--- src/rtl/mem_port_arbiter.sv ---
// Shares one variable-latency memory bus between the instruction-fetch port and the
// data port. A watchdog aborts hung bus transactions and raises a sticky error flag.
module mem_port_arbiter #(
    parameter int ADDR_W    = 32,
    parameter int DATA_W    = 32,
    parameter bit DATA_PRIO = 1'b1,
    parameter int TIMEOUT   = 64
) (
    input  logic              clk,
    input  logic              rst,
    // instruction-fetch port
    input  logic              if_req,
    input  logic [ADDR_W-1:0] if_addr,
    output logic [DATA_W-1:0] if_rdata,
    output logic              if_ack,
    output logic              if_stall,
    // data (MEM-stage) port
    input  logic              d_req,
    input  logic              d_we,
    input  logic [ADDR_W-1:0] d_addr,
    input  logic [DATA_W-1:0] d_wdata,
    input  logic [2:0]        d_funct3,
    output logic [DATA_W-1:0] d_rdata,
    output logic              d_ack,
    output logic              d_stall,
    // shared memory bus
    output logic              mem_req,
    output logic              mem_we,
    output logic [ADDR_W-1:0] mem_addr,
    output logic [DATA_W-1:0] mem_wdata,
    output logic [2:0]        mem_funct3,
    input  logic              mem_ready,
    input  logic [DATA_W-1:0] mem_rdata,
    output logic              err
);

    localparam logic [1:0] IDLE = 2'd0;
    localparam logic [1:0] BUSY = 2'd1;
    localparam logic [1:0] RESP = 2'd2;

    localparam int                CNT_W      = (TIMEOUT > 1) ? $clog2(TIMEOUT) : 1;
    localparam logic [CNT_W-1:0]  CNT_LAST   = (TIMEOUT > 0) ? CNT_W'(TIMEOUT - 1) : '0;
    localparam logic [DATA_W-1:0] ABORT_DATA = DATA_W'(32'hDEAD_BEEF);
    localparam logic [2:0]        FETCH_F3   = 3'b010;

    logic [1:0]       state;
    logic             grant_d;   // 1: current transaction belongs to the data port
    logic             last_d;    // 1: previous completed transaction was a data access
    logic [CNT_W-1:0] wd_cnt;
    logic             err_q;

    logic pick_d;
    logic issue;
    logic wd_fire;
    logic done_ok;
    logic done_abort;
    logic capture;
    logic in_resp;

    // NOTE: every variable assigned in a combinational block gets a default first,
    // otherwise a path that skips the assignment infers a latch.
    always_comb begin
        pick_d = d_req;
        if (d_req && if_req) begin
            pick_d = DATA_PRIO ? 1'b1 : ~last_d;
        end
    end

    assign issue      = (state == IDLE) && (if_req || d_req);
    assign wd_fire    = (TIMEOUT != 0) && (wd_cnt == CNT_LAST);
    assign done_ok    = (state == BUSY) && mem_ready;
    assign done_abort = (state == BUSY) && !mem_ready && wd_fire;
    assign capture    = done_ok || done_abort;
    assign in_resp    = (state == RESP);

    // NOTE: sequential state uses non-blocking assignments so every register
    // samples the pre-edge values, independent of statement order.
    always_ff @(posedge clk or negedge rst) begin
        if (!rst) begin
            state   <= IDLE;
            grant_d <= 1'b0;
            last_d  <= 1'b1;
            wd_cnt  <= '0;
            err_q   <= 1'b0;
        end else begin
            case (state)
                IDLE: begin
                    if (issue) begin
                        grant_d <= pick_d;
                        wd_cnt  <= '0;
                        state   <= BUSY;
                    end
                end
                BUSY: begin
                    wd_cnt <= wd_cnt + 1'b1;
                    if (done_ok) begin
                        state <= RESP;
                    end else if (done_abort) begin
                        err_q <= 1'b1;
                        state <= RESP;
                    end
                end
                RESP: begin
                    last_d <= grant_d;
                    wd_cnt <= '0;
                    state  <= IDLE;
                end
                default: state <= IDLE;
            endcase
        end
    end

    // NOTE: these are a handful of flops rather than a memory array, so they are
    // reset to give the all-zero output state out of reset.
    always_ff @(posedge clk or negedge rst) begin
        if (!rst) begin
            mem_we     <= 1'b0;
            mem_addr   <= '0;
            mem_wdata  <= '0;
            mem_funct3 <= '0;
        end else if (issue) begin
            if (pick_d) begin
                mem_we     <= d_we;
                mem_addr   <= d_addr;
                mem_wdata  <= d_wdata;
                mem_funct3 <= d_funct3;
            end else begin
                mem_we     <= 1'b0;
                mem_addr   <= if_addr;
                mem_wdata  <= '0;
                mem_funct3 <= FETCH_F3;
            end
        end
    end

    // Read data lands in the granted port's register only; the other port keeps its value.
    always_ff @(posedge clk or negedge rst) begin
        if (!rst) begin
            if_rdata <= '0;
            d_rdata  <= '0;
        end else if (capture) begin
            if (grant_d) begin
                d_rdata <= done_ok ? mem_rdata : ABORT_DATA;
            end else begin
                if_rdata <= done_ok ? mem_rdata : ABORT_DATA;
            end
        end
    end

    // A port that withdrew its request while BUSY gets no acknowledge.
    assign if_ack   = in_resp && !grant_d && if_req;
    assign d_ack    = in_resp && grant_d && d_req;
    assign if_stall = if_req && !if_ack;
    assign d_stall  = d_req && !d_ack;
    assign mem_req  = (state == BUSY);
    assign err      = err_q;

endmodule

--- config.mk ---
export PLATFORM = sky130hd
export DESIGN_NAME = mem_port_arbiter
export DESIGN_NICKNAME = d
export VERILOG_FILES = /design/src/rtl/mem_port_arbiter.sv
export SDC_FILE = /design/constraint.sdc
export NUM_CORES = 1
export LEC_CHECK = 0
export ABC_CLOCK_PERIOD_IN_PS = 2000
export CORE_MARGIN = 8
export CORE_UTILIZATION = 40
export DETAILED_ROUTE_END_ITERATION = 16
export GPL_ROUTABILITY_DRIVEN = 0
export PLACE_DENSITY = 0.76
export SLEW_MARGIN = 20
export SYNTH_ARGS = -nofsm -noshare
export SYNTH_HDL_FRONTEND = slang
export SYNTH_SLANG_ARGS = --single-unit
--- constraint.sdc ---
create_clock -name clk -period 2 [get_ports clk]
set_input_delay 0.4 -clock clk [delete_from_list [all_inputs] [get_ports clk]]
set_output_delay 0.4 -clock clk [all_outputs]
set_load 0.01 [all_outputs]
# --- Yosys cells after proc, flatten, opt, wreduce, memory -nomap -nowiden ---
# Cells that the tools add are included.
# Widths: inputs -> output; s select.
op_classes:
  n_addsub: 1
  n_eq_ne: 5
  muxes: 12
  n_bitwise: 2
  reduce_logical: 25
ops:
  columns: ["operator", "n"]
  rows:
  - ["$mux 32", 3]
  - ["$pmux 6 s3", 1]
  - ["$logic_and 1x1->1", 11]
  - ["$reduce_and 2->1", 5]
  - ["$add 6x1->6 const B", 1]
  - ["$eq 6x6->1 const B", 1]
  - ["$mux 2", 3]
  - ["$mux 6", 1]
  - ["$logic_not 1->1", 4]
  - ["$pmux 2 s2", 1]
  - ["$mux 3", 1]
  - ["$ne 3x1->1 const B", 1]
  - ["$reduce_and 3->1", 1]
  - ["$reduce_bool 3->1", 1]
  - ["$eq 2x1->1 const B", 1]
  - ["$eq 2x2->1 const B", 1]
  - ["$logic_not 2->1", 1]
  - ["$logic_or 1x1->1", 2]
  - ["$mux 1", 2]
  - ["$ne 2x2->1 const B", 1]
  - ["$not 1->1", 2]
word_totals:
  reg_bits: 142
  inputBits: 137
  out_inout_bits: 138
  elab_cells: 55

# --- Depth between registers and ports, before layout ---
# Gate-level depths: netlist (run 1).
depth:
  ltp_word: 6
  ltp_mapped: 6
  ltp_nobuf: 4

# --- Least setup slack after synthesis (run 1) ---
# Ideal clock, no wire load.
synth_timing:
  path_type: "input to output"
  start: "input d_req"
  end: "output d_stall"
  t_arrival_ns: 1.029
  required_time_ns: 1.600
  setup_slack_ns: 0.571
  path_stages: 3
  path_buffers: 2
  path_cell_list: "buf_6 > buf_2 > a21boi_0"
synth_via:
  elab_chain_len: 3
synth_rtl:
  columns: ["element", "line_no", "text"]
  rows:
  - ["from (decl)", "18", "input logic d_req,"]
  - ["$logic_and 1x1->1", "152", "assign d_ack = in_resp && grant_d && d_req;"]
  - ["$logic_not 1->1", "154", "assign d_stall = d_req && !d_ack;"]
  - ["$logic_and 1x1->1 (*)", "154", null]
  - ["to (decl)", "25", "output logic d_stall,"]
# Mark *: on every way between the ends. The rest lies on a longest branch, timed or not.

# --- Worst setup path in the final report (run 1) ---
layout_timing:
  start: "input if_req"
  end: "output if_stall"
layout_via:
  elab_chain_len: 3
layout_rtl:
  columns: ["element", "line_no", "text"]
  rows:
  - ["from (decl)", "12", "input logic if_req,"]
  - ["$logic_and 1x1->1", "151", "assign if_ack = in_resp && !grant_d && if_req;"]
  - ["$logic_not 1->1", "153", "assign if_stall = if_req && !if_ack;"]
  - ["$logic_and 1x1->1 (*)", "153", null]
  - ["to (decl)", "16", "output logic if_stall,"]
# Marks and branches as above.

==> results of run 1 <==
==> cells in the final DEF (no fill, tap or decap), types with 2 or more instances in the layout <==
cell type,synthesis,layout
and3_1,3,3
o21ai_0,16,16
buf_12,0,9
clkdlybuf4s15_1,0,2
a21oi_1,52,52
nor3_1,3,3
o21a_1,2,2
bufinv_16,0,2
nor2_1,51,51
buf_2,10,2
mux2_2,64,64
clkbuf_16,0,17
clkinv_4,0,3
dfrtp_1,142,142
nand2b_1,40,40
clkinvlp_4,0,3
and2_1,9,9
clkdlybuf4s50_1,0,266
inv_6,0,5
inv_1,6,6
nand3_1,2,2
clkbuf_2,1,2
a22o_1,36,36
a21boi_2,0,2
clkbuf_8,0,2
a21o_1,2,2
mux2i_1,65,65
buf_4,6,16
==> worst max-delay path by stage <==
stage	start	endpoint	slack [ns]
floorplan	d_req	d_stall	0.57
global placement	if_req	if_stall	-0.57
detailed placement	if_req	if_stall	-0.56
CTS	state[1]	d_stall	0.00009
global route	state[1]	if_stall	-0.006
finish	if_req	if_stall	0.04
==> cells by family (layout without fill, tap and decap cells) <==
group,after synthesis,in the layout,share of synthesized area [%]
DFF,142,142,53.82
muxes,129,129,20.77
AOI/OAI and AO/OA,117,117,11.41
and+or+nand+nor,116,116,9.153
buffers and inverters,47,338,4.529
adders and majority gates,1,1,0.1895
xor gates and xnor gates,1,1,0.1327
==> layer usage <==
layer	up-vias	part of all wire (%)
li1	2517	-
met1	2598	39
met2	219	49
met3	27	10
met4	0	2.1
met5	-	0
==> timing repair <==
item                                   in CTS  in global routing
gates resized for setup                    13                  5
setup buffers                               1                  0
pin swaps                                   1                  1
hold buffers                                1                  0
setup endpoints to repair                   5                  4
endpoints found under the hold margin      35                  0
gates cloned                                0                  0
==> stage by stage <==
step | total power [mW] | instances | setup slack [ns] | hold WS (ns) | util (%)
2_1_floorplan | 8.561 | 553 | 0.5705 | 0.1044 | -
3_3_place_gp | 12.37 | 1030 | -0.5705 | 0.3360 | 58.99
3_5_place_dp | 12.66 | 1030 | -0.5602 | 0.3462 | 58.99
4_1_cts | 15.96 | 1064 | 0.00008871 | 0.4724 | 62.83
5_1_grt | 16.70 | 1064 | -0.005640 | 0.5002 | 62.80
6_report | 15.76 | 1064 | 0.03784 | 0.4748 | 62.80
==> critical path, cell delays in order <==
cell and delay, ns:
clkdlybuf4s50_1 0.50, buf_4 0.16, a21boi_2 0.23, clkdlybuf4s15_2 0.26
==> power groups by stage <==
| stage | sequential (mW) | clock (mW) | combinational [mW] |
|---|---|---|---|
| finish | 5.23 | 3.22 | 7.31 |
| global route | 5.41 | 3.43 | 7.86 |
| CTS | 5.23 | 3.29 | 7.43 |
| detailed placement | 5.25 | 0 | 7.41 |
| global placement | 5.16 | 0 | 7.21 |
| floorplan | 5.73 | 0 | 2.83 |
==> state kept, by name (all words and copies together), names as in the netlist <==
register and count:
wd_cnt 6, mem_wdata 32, err 1, mem_funct3 3, mem_we 1, d_rdata 32, state 2, grant_d 1
mem_addr 32, if_rdata 32
==> final cells by class <==
cell class	instances	area (µm²)	share of cell area, %
multi-input cells	364	2774	27.02
inverters	6	22.52	0.2194
clock inverters	13	152.6	1.487
well taps	220	275.3	2.681
flip-flops and latches	142	3553	34.61
repair buffers	300	3035	29.57
clock buffers	19	452.9	4.412
==> flow_summary.toml, run 1 <==
[outcome]
status = "finished clean"

[grt]
met2_usage_pct = 31.19
grt_pass1_vias = 5782
antenna_found_initial = 0
grt_max_degree = 53
grt-busiest-layer = "met2"
grt.total_usage_pct = 19.40
grt_pass1_wl_um = 31160
grt-ovfl-total = 0
met3_usage_pct = 8.419
grt.met1_usage_pct = 22.52

[cts]
clk_pin_slew_ns = 0.06
clk_path_buf_depth = 2
cts_sinks = 142
numCtsBuffers = 17
cts_tree = "built"
root_buffer = "clkbuf_16"
cts_max_level = 4
insertion_delay_ns = 0.42

[power_and_ir_drop]
p_int_mw = 10.43
pwr-share-seq_pct = 33.2
swShare_pct = 33.85
p_switching_mw = 5.337
p_leak_nw = 4.303
comb_power_share_pct = 46.4
clockPowerShare_pct = 20.4
cellPowerDensity_nw_per_um2 = 1536
max-vdd-ir-drop_mv = 0.6690

[hold_path]
hp-class = "input pin to asynchronous set/reset pin"

[yosys]
ys_async_sr_fraction_pct = 100.0
synth_cell_types = 39
netlist.area_leader.share_pct = 53.82
synth_edf_count = 0
synthTopCellsByArea = "dfrtp_1 (54%), mux2_2 (11%), mux2i_1 (9.9%), a22o_1 (4.8%), a21oi_1 (3.9%)"
synth_ff_type = "dfrtp_1"
yosys.area.top_type = "dfrtp_1"
synth-seq-cells = 142
synth_nets = 691
yosysWarnings = 0
synth_area_um2 = 6603
ys_seq_area_share_pct = 53.82
ys_top_cells_by_count = "dfrtp_1 (142), mux2i_1 (65), mux2_2 (64), a21oi_1 (52), nor2_1 (51)"
syn_area_per_cell_um2 = 11.94
yosysMostFrequentCell = "dfrtp_1"
syn_inst = 553

[worst_setup_path]
cp-end-kind = "output pin"
r2r-end = "d_rdata[24]"
crit_path_start_kind = "input pin"
reg2reg_from = "state[1]"
arrival_ns = 1.56
cp.required_ns = 1.60
ff2ff_setup_slack_ns = 0.18
reg2reg_depth = 6
cp_max_fo = 5
crit_type = "input pin to output pin"

[route]
drc_errors = 0
drt_iter0_markers = 355
wl_per_cell_um = 18.91
detailroute.via_count = 5361
postRouteAntennaNets = 0
drt-total-wl_um = 20120
drt_pass1_iterations = 4
vias_per_cell = 5.039

[sta]
min_period_over_period_pct = 98.11
max_freq_mhz = 509.6
fin_skew_ns = 0.009180
final-setup-viol-count = 0
setup_tns_ns = 0
rsz0062_at_grt = "true"
final_max_slew_viol_count = 0
tightest_slew_ns = 0.5068
min_period_ns = 1.962
relSlewSlack_pct = 66.21
finalHoldViolCount = 0

[run]
max_cap_violations = 0

[placement]
placed_area_um2 = 9643
io_buffers = 274
dpl.hpwl_um = 15060

[final_layout]
nets = 969
area_growth_pct = 55.49
n_fill_cell = 1310
drive_gt1_share_pct = 15.88
final_cell_area_um2 = 10270
n_antenna_cell = 0

[floorplanning]
core_um2 = 16350
die_w_um = 144.5
dieArea_um2 = 20870
die_y_um = 144.5
floorplan.initialDensity_pct = 40.39
rows = 47
io_pins = 275
(Power assumes the default switching activity.)
==> run 2: changes to the inputs <==
--- a/config.mk
+++ b/config.mk
@@ -10,8 +10,7 @@
 export CORE_UTILIZATION = 40
 export DETAILED_ROUTE_END_ITERATION = 16
 export GPL_ROUTABILITY_DRIVEN = 0
-export PLACE_DENSITY = 0.76
-export SLEW_MARGIN = 20
+export PLACE_DENSITY = 0.77
 export SYNTH_ARGS = -nofsm -noshare
 export SYNTH_HDL_FRONTEND = slang
 export SYNTH_SLANG_ARGS = --single-unit
==> run 2 against run 1 <==
Net effect:
- wire length grew 0.93%
- sequential power hardly changed
- worst setup slack improved by 0.052 ns
- clock-buffer cell count unchanged
- cell area decreased by 0.12%
- global-route usage up 0.46 points
- hold slack lost 0.014 ns
- die area unchanged
==> flow_summary.toml, run 2 (same netlist as run 1, synthesis figures left out) <==
[sta]
finalHoldViolCount = 0
relSlewSlack_pct = 65.99
tightest_slew_ns = 0.5101
min_period_over_period_pct = 95.53
max_freq_mhz = 523.4
final-setup-viol-count = 0
final_max_slew_viol_count = 0
fin_skew_ns = 0.01121
rsz0062_at_grt = "false"
min_period_ns = 1.911
setup_tns_ns = 0
hold_ws_ns = 0.4610

[route]
postRouteAntennaNets = 0
drt-total-wl_um = 20300
detailroute.via_count = 5310
vias_per_cell = 5.009
drc_errors = 0
drt_pass1_iterations = 4
drt_iter0_markers = 208
wl_per_cell_um = 19.15

[floorplanning]
dieArea_um2 = 20870
floorplan.initialDensity_pct = 40.39
io_pins = 275
rows = 47
die_y_um = 144.5
die_w_um = 144.5
core_um2 = 16350

[power_and_ir_drop]
comb_power_share_pct = 45.2
power.total_mw = 16.04
p_switching_mw = 5.296
cellPowerDensity_nw_per_um2 = 1564
p_leak_nw = 4.312
swShare_pct = 33.02
pwr-share-seq_pct = 32.8
p_int_mw = 10.74
max-vdd-ir-drop_mv = 0.7571
clockPowerShare_pct = 22.0

[worst_setup_path]
cp_max_fo = 3
crit_type = "flop to output pin"
cp.required_ns = 1.60
arrival_ns = 1.51
cp-end-kind = "output pin"
crit_path_start_kind = "flop"

[grt]
grt_max_degree = 63
grt-ovfl-total = 0
grt_pass1_vias = 5861
grt.total_usage_pct = 19.86
antenna_found_initial = 0
grt_pass1_wl_um = 31880

[final_layout]
layout_commonest_cell = "clkdlybuf4s50_1"
regArea_um2 = 3555
final_util_pct = 62.72
n_antenna_cell = 0
multi_input_area_um2 = 2766
nets = 966
n_fill_cell = 1285
area_growth_pct = 55.30
final_cell_mix = "clkdlybuf4s50_1 (266), dfrtp_1 (141), mux2i_1 (65)"
drive_gt1_share_pct = 15.48
instances_no_fill = 1060

[cts]
cts_sinks = 142
cts_tree = "built"
numCtsBuffers = 17
insertion_delay_ns = 0.42
clk_path_buf_depth = 2
clk_pin_slew_ns = 0.06
root_buffer = "clkbuf_16"
cts_max_level = 4

[placement]
dpl.hpwl_um = 15190
dp.cells = 1023
io_buffers = 274

[run]
max_cap_violations = 0

[hold_path]
hp-class = "input pin to flop"

[outcome]
status = "finished clean"
run 2: critical path, stage by stage (launching register included):
cell	delay [ns]
dfrtp_2	0.40
and2b_2	0.22
buf_4	0.15
a21boi_0	0.17
buf_2	0.16
run 2: repair_timing:
item,in CTS,in global routing
gates cloned,0,0
hold buffers,1,0
resized for setup,17,3
setup buffers,5,0
hold endpoints to repair,45,0
setup endpoints to repair,5,3
run 2: layout make-up:
| cell class | count | share of cell area, % |
|---|---|---|
| Sequential cell | 142 | 34.67 |
| Timing Repair Buffer | 297 | 29.02 |
| Multi-Input combinational cell | 364 | 26.98 |
| Clock buffer | 19 | 4.417 |
| Tap cell | 220 | 2.685 |
| Clock inverter | 12 | 2.013 |
| Inverter | 6 | 0.2196 |
run 2: final timing paths:
| path | from | end | slack [ns] | cells past startpoint |
|---|---|---|---|---|
| max | state[1] | d_stall | 0.09 | 4 |
| min | mem_ready | d_rdata[25] | 0.46 | 3 |
| max reg2reg | state[1] | d_rdata[26] | 0.20 | 6 |
| min reg2reg | err | err | 0.47 | 2 |
| max in group asynchronous | rst | if_rdata[12] | 0.84 | 3 |
| min in group asynchronous | rst | d_rdata[4] | 0.50 | 2 |
run 2: through the flow:
step                setup slack (ns)  cell area (µm²)
floorplan                     0.5705             6603
global placement            -0.04344             9565
detailed placement          -0.05897             9565
CTS                         0.003958            10270
global route                0.003454            10250
finish                       0.08935            10250
run 2: layer usage:
metal | vias up | global-route usage, % | routed length (µm)
met4 | 0 | 8.708 | 605
li1 | 2503 | - | -
met1 | 2551 | 22.72 | 7802
met3 | 29 | 7.791 | 2084
met5 | - | 0 | 0
met2 | 227 | 32.38 | 9809
run 2: power groups by stage:
stage | clock, mW | combinational (mW) | sequential, mW
global route | 3.73 | 7.79 | 5.44
finish | 3.53 | 7.25 | 5.26
detailed placement | 0 | 7.28 | 5.30
floorplan | 0 | 2.83 | 5.73
global placement | 0 | 7.09 | 5.21
CTS | 3.59 | 7.38 | 5.26
==> run 3: changes to the inputs <==
--- a/config.mk
+++ b/config.mk
@@ -5,12 +5,14 @@
 export SDC_FILE = /design/constraint.sdc
 export NUM_CORES = 1
 export LEC_CHECK = 0
+export ABC_AREA = 1
 export ABC_CLOCK_PERIOD_IN_PS = 2000
 export CORE_MARGIN = 8
-export CORE_UTILIZATION = 40
+export CORE_UTILIZATION = 42
 export DETAILED_ROUTE_END_ITERATION = 16
 export GPL_ROUTABILITY_DRIVEN = 0
-export PLACE_DENSITY = 0.77
+export PLACE_DENSITY = 0.81
+export SLEW_MARGIN = 20
 export SYNTH_ARGS = -nofsm -noshare
 export SYNTH_HDL_FRONTEND = slang
 export SYNTH_SLANG_ARGS = --single-unit
==> run 3 against run 2 <==
Net effect:
- total power hardly changed
- die area shrank 9.0%
- highest routed layer unchanged
- utilization up 4.9 points
- first-iteration DRC count is 79% higher
- sequential power shrank 3%
- synthesized cell count increased by 23%
- via count is 9.3% higher
- largest cell class unchanged
- fmax rose by 3.2%
- critical path depth unchanged
==> flow_summary.toml, run 3 <==
[worst_setup_path]
crit_end = "d_ack"
crit_type = "input pin to output pin"
cp-end-kind = "output pin"
r2r-end = "d_rdata[16]"
startpoint = "d_req"
reg2reg_depth = 8
arrival_ns = 1.45
reg2reg_from = "wd_cnt[0]"
ff2ff_setup_slack_ns = 0.22
crit_path_start_kind = "input pin"
cp_max_fo = 4
cp.required_ns = 1.60

[hold_path]
hp-class = "flop to flop"

[yosys]
yosys.area.top_type = "dfrtp_1"
netlist.area_leader.share_pct = 57.03
synthXorXnorAreaFrac_pct = 0
yosysMostFrequentCell = "nand2_1"
synth-seq-cells = 142
syn_area_per_cell_um2 = 9.177
synthTopCellsByArea = "dfrtp_1 (57%), nand2_1 (14%), a22o_1 (4.9%), nand4_1 (4.8%), a31oi_1 (3.2%)"
yosys.area_share.simple_pct = 25.90
syn_inst = 679
synth_fa_ha_area_share_pct = 0.2008
yosysWarnings = 0
synth_area_um2 = 6231
synth_nets = 817
synth-compound-area-share_pct = 8.976
synth_ff_type = "dfrtp_1"
ys_seq_area_share_pct = 57.03
synth_mux_area_share_pct = 0
synth_cell_types = 27
ys_top_cells_by_count = "nand2_1 (233), dfrtp_1 (142), nand4_1 (48), nor2_1 (46), inv_1 (40)"
synth_edf_count = 0
synth_top_family_by_area = "simple AND/OR/NAND/NOR gates"
ys_async_sr_fraction_pct = 100.0

[grt]
antenna_found_initial = 0
grt-ovfl-total = 0
grt.total_usage_pct = 20.78
grt_pass1_wl_um = 30330
grt_pass1_vias = 5728
grt_max_degree = 80

[floorplanning]
die_w_um = 137.8
floorplan.initialDensity_pct = 42.87
io_pins = 275
dieArea_um2 = 18990
die_y_um = 137.8
rows = 44
core_um2 = 14530

[placement]
placed_area_um2 = 9160
io_buffers = 274
dpl.hpwl_um = 14460
dp.cells = 1111

[cts]
clk_pin_slew_ns = 0.06
numCtsBuffers = 17
clk_path_buf_depth = 2
cts_tree = "built"
cts_max_level = 4
cts_sinks = 142
root_buffer = "clkbuf_16"
insertion_delay_ns = 0.42

[final_layout]
final_cell_mix = "clkdlybuf4s50_1 (268), nand2_1 (232), dfrtp_1 (142)"
drive_gt1_share_pct = 7.788
final_util_pct = 67.62
instances_no_fill = 1147
layout_commonest_cell = "clkdlybuf4s50_1"
area_growth_pct = 57.73
final_cell_area_um2 = 9828
n_antenna_cell = 0
nets = 1088
n_fill_cell = 1149

[power_and_ir_drop]
swShare_pct = 36.39
comb_power_share_pct = 48.1
cellPowerDensity_nw_per_um2 = 1633
max-vdd-ir-drop_mv = 0.8130
p_int_mw = 10.21
p_switching_mw = 5.839
clockPowerShare_pct = 20.2
p_leak_nw = 4.548
pwr-share-seq_pct = 31.7

[route]
drt-total-wl_um = 20050
drt_pass1_iterations = 4
drc_errors = 0
vias_per_cell = 5.060
drt_iter0_markers = 373
postRouteAntennaNets = 0
detailroute.via_count = 5804
wl_per_cell_um = 17.48

[sta]
tightest_slew_ns = 0.6481
rsz0062_at_grt = "false"
relSlewSlack_pct = 56.34
finalHoldViolCount = 0
hold_ws_ns = 0.4692
max_freq_mhz = 540.1
min_period_over_period_pct = 92.58
fin_skew_ns = 0.007589
final-setup-viol-count = 0
min_period_ns = 1.852
final_max_slew_viol_count = 0
setup_tns_ns = 0

[outcome]
status = "finished clean"

[run]
max_cap_violations = 0
[run 3: what timing repair did]
item | 4_1_cts | 5_1_grt
buffers inserted | 1 | 0
resized for setup | 8 | 3
cloned | 0 | 2
endpoints found under the hold margin | 43 | 0
endpoints found under the setup margin | 5 | 64
hold buffers | 1 | 0
pin swaps | 1 | 0
[run 3: metrics by stage]
| step | worst slack [ns] | total power [mW] |
|---|---|---|
| floorplan | 0.5338 | 8.775 |
| global placement | -0.1873 | 12.64 |
| detailed placement | -0.2032 | 12.79 |
| CTS | 0.09860 | 16.14 |
| global route | 0.02791 | 17.08 |
| finish | 0.1485 | 16.05 |
[run 3: critical path: stages]
cell	delay [ns]
clkdlybuf4s50_1	0.54
inv_1	0.09
nor2_2	0.13
dlygate4sd2_1	0.29
[run 3: worst min path at each step]
stage / from / to / slack [ns] / depth (start not counted)
2_1_floorplan: rst / d_rdata[0] / 0.10 / 0
3_3_place_gp: rst / d_rdata[22] / 0.36 / 1
3_5_place_dp: rst / d_rdata[22] / 0.37 / 1
4_1_cts: d_rdata[14] / d_rdata[14] / 0.47 / 2
5_1_grt: if_rdata[18] / if_rdata[18] / 0.49 / 2
6_report: if_rdata[23] / if_rdata[23] / 0.47 / 2
[run 3: area by class of cell]
cell class | count | area [µm²] | share of cell area (%)
Sequential cell | 142 | 3553 | 36.16
Timing Repair Buffer | 299 | 3028 | 30.81
Multi-Input combinational cell | 445 | 2241 | 22.80
Clock buffer | 20 | 446.7 | 4.545
Tap cell | 184 | 230.2 | 2.342
Inverter | 45 | 168.9 | 1.719
Clock inverter | 12 | 160.2 | 1.630
[run 3: power groups by stage]
stage / Combinational, mW / Clock (mW) / Sequential, mW
2_1_floorplan: 3.06 / 0 / 5.72
3_3_place_gp: 7.56 / 0 / 5.07
3_5_place_dp: 7.68 / 0 / 5.12
4_1_cts: 7.73 / 3.32 / 5.09
5_1_grt: 8.37 / 3.44 / 5.27
6_report: 7.71 / 3.25 / 5.09
[run 3: cell families after synthesis]
group	Yosys count
and+or+nand+nor	366
DFF	142
buffers and inverters	94
AOI/OAI and AO/OA	76
adders and majority gates	1
[run 3: routing by layer]
| layer | wire, µm | vias to the layer above | track usage, % |
|---|---|---|---|
| met5 | 0 | - | 0 |
| met4 | 285 | 0 | 6.269 |
| met3 | 2294 | 21 | 8.826 |
| met2 | 9611 | 255 | 33.48 |
| met1 | 7861 | 2729 | 24.80 |
| li1 | - | 2799 | - |
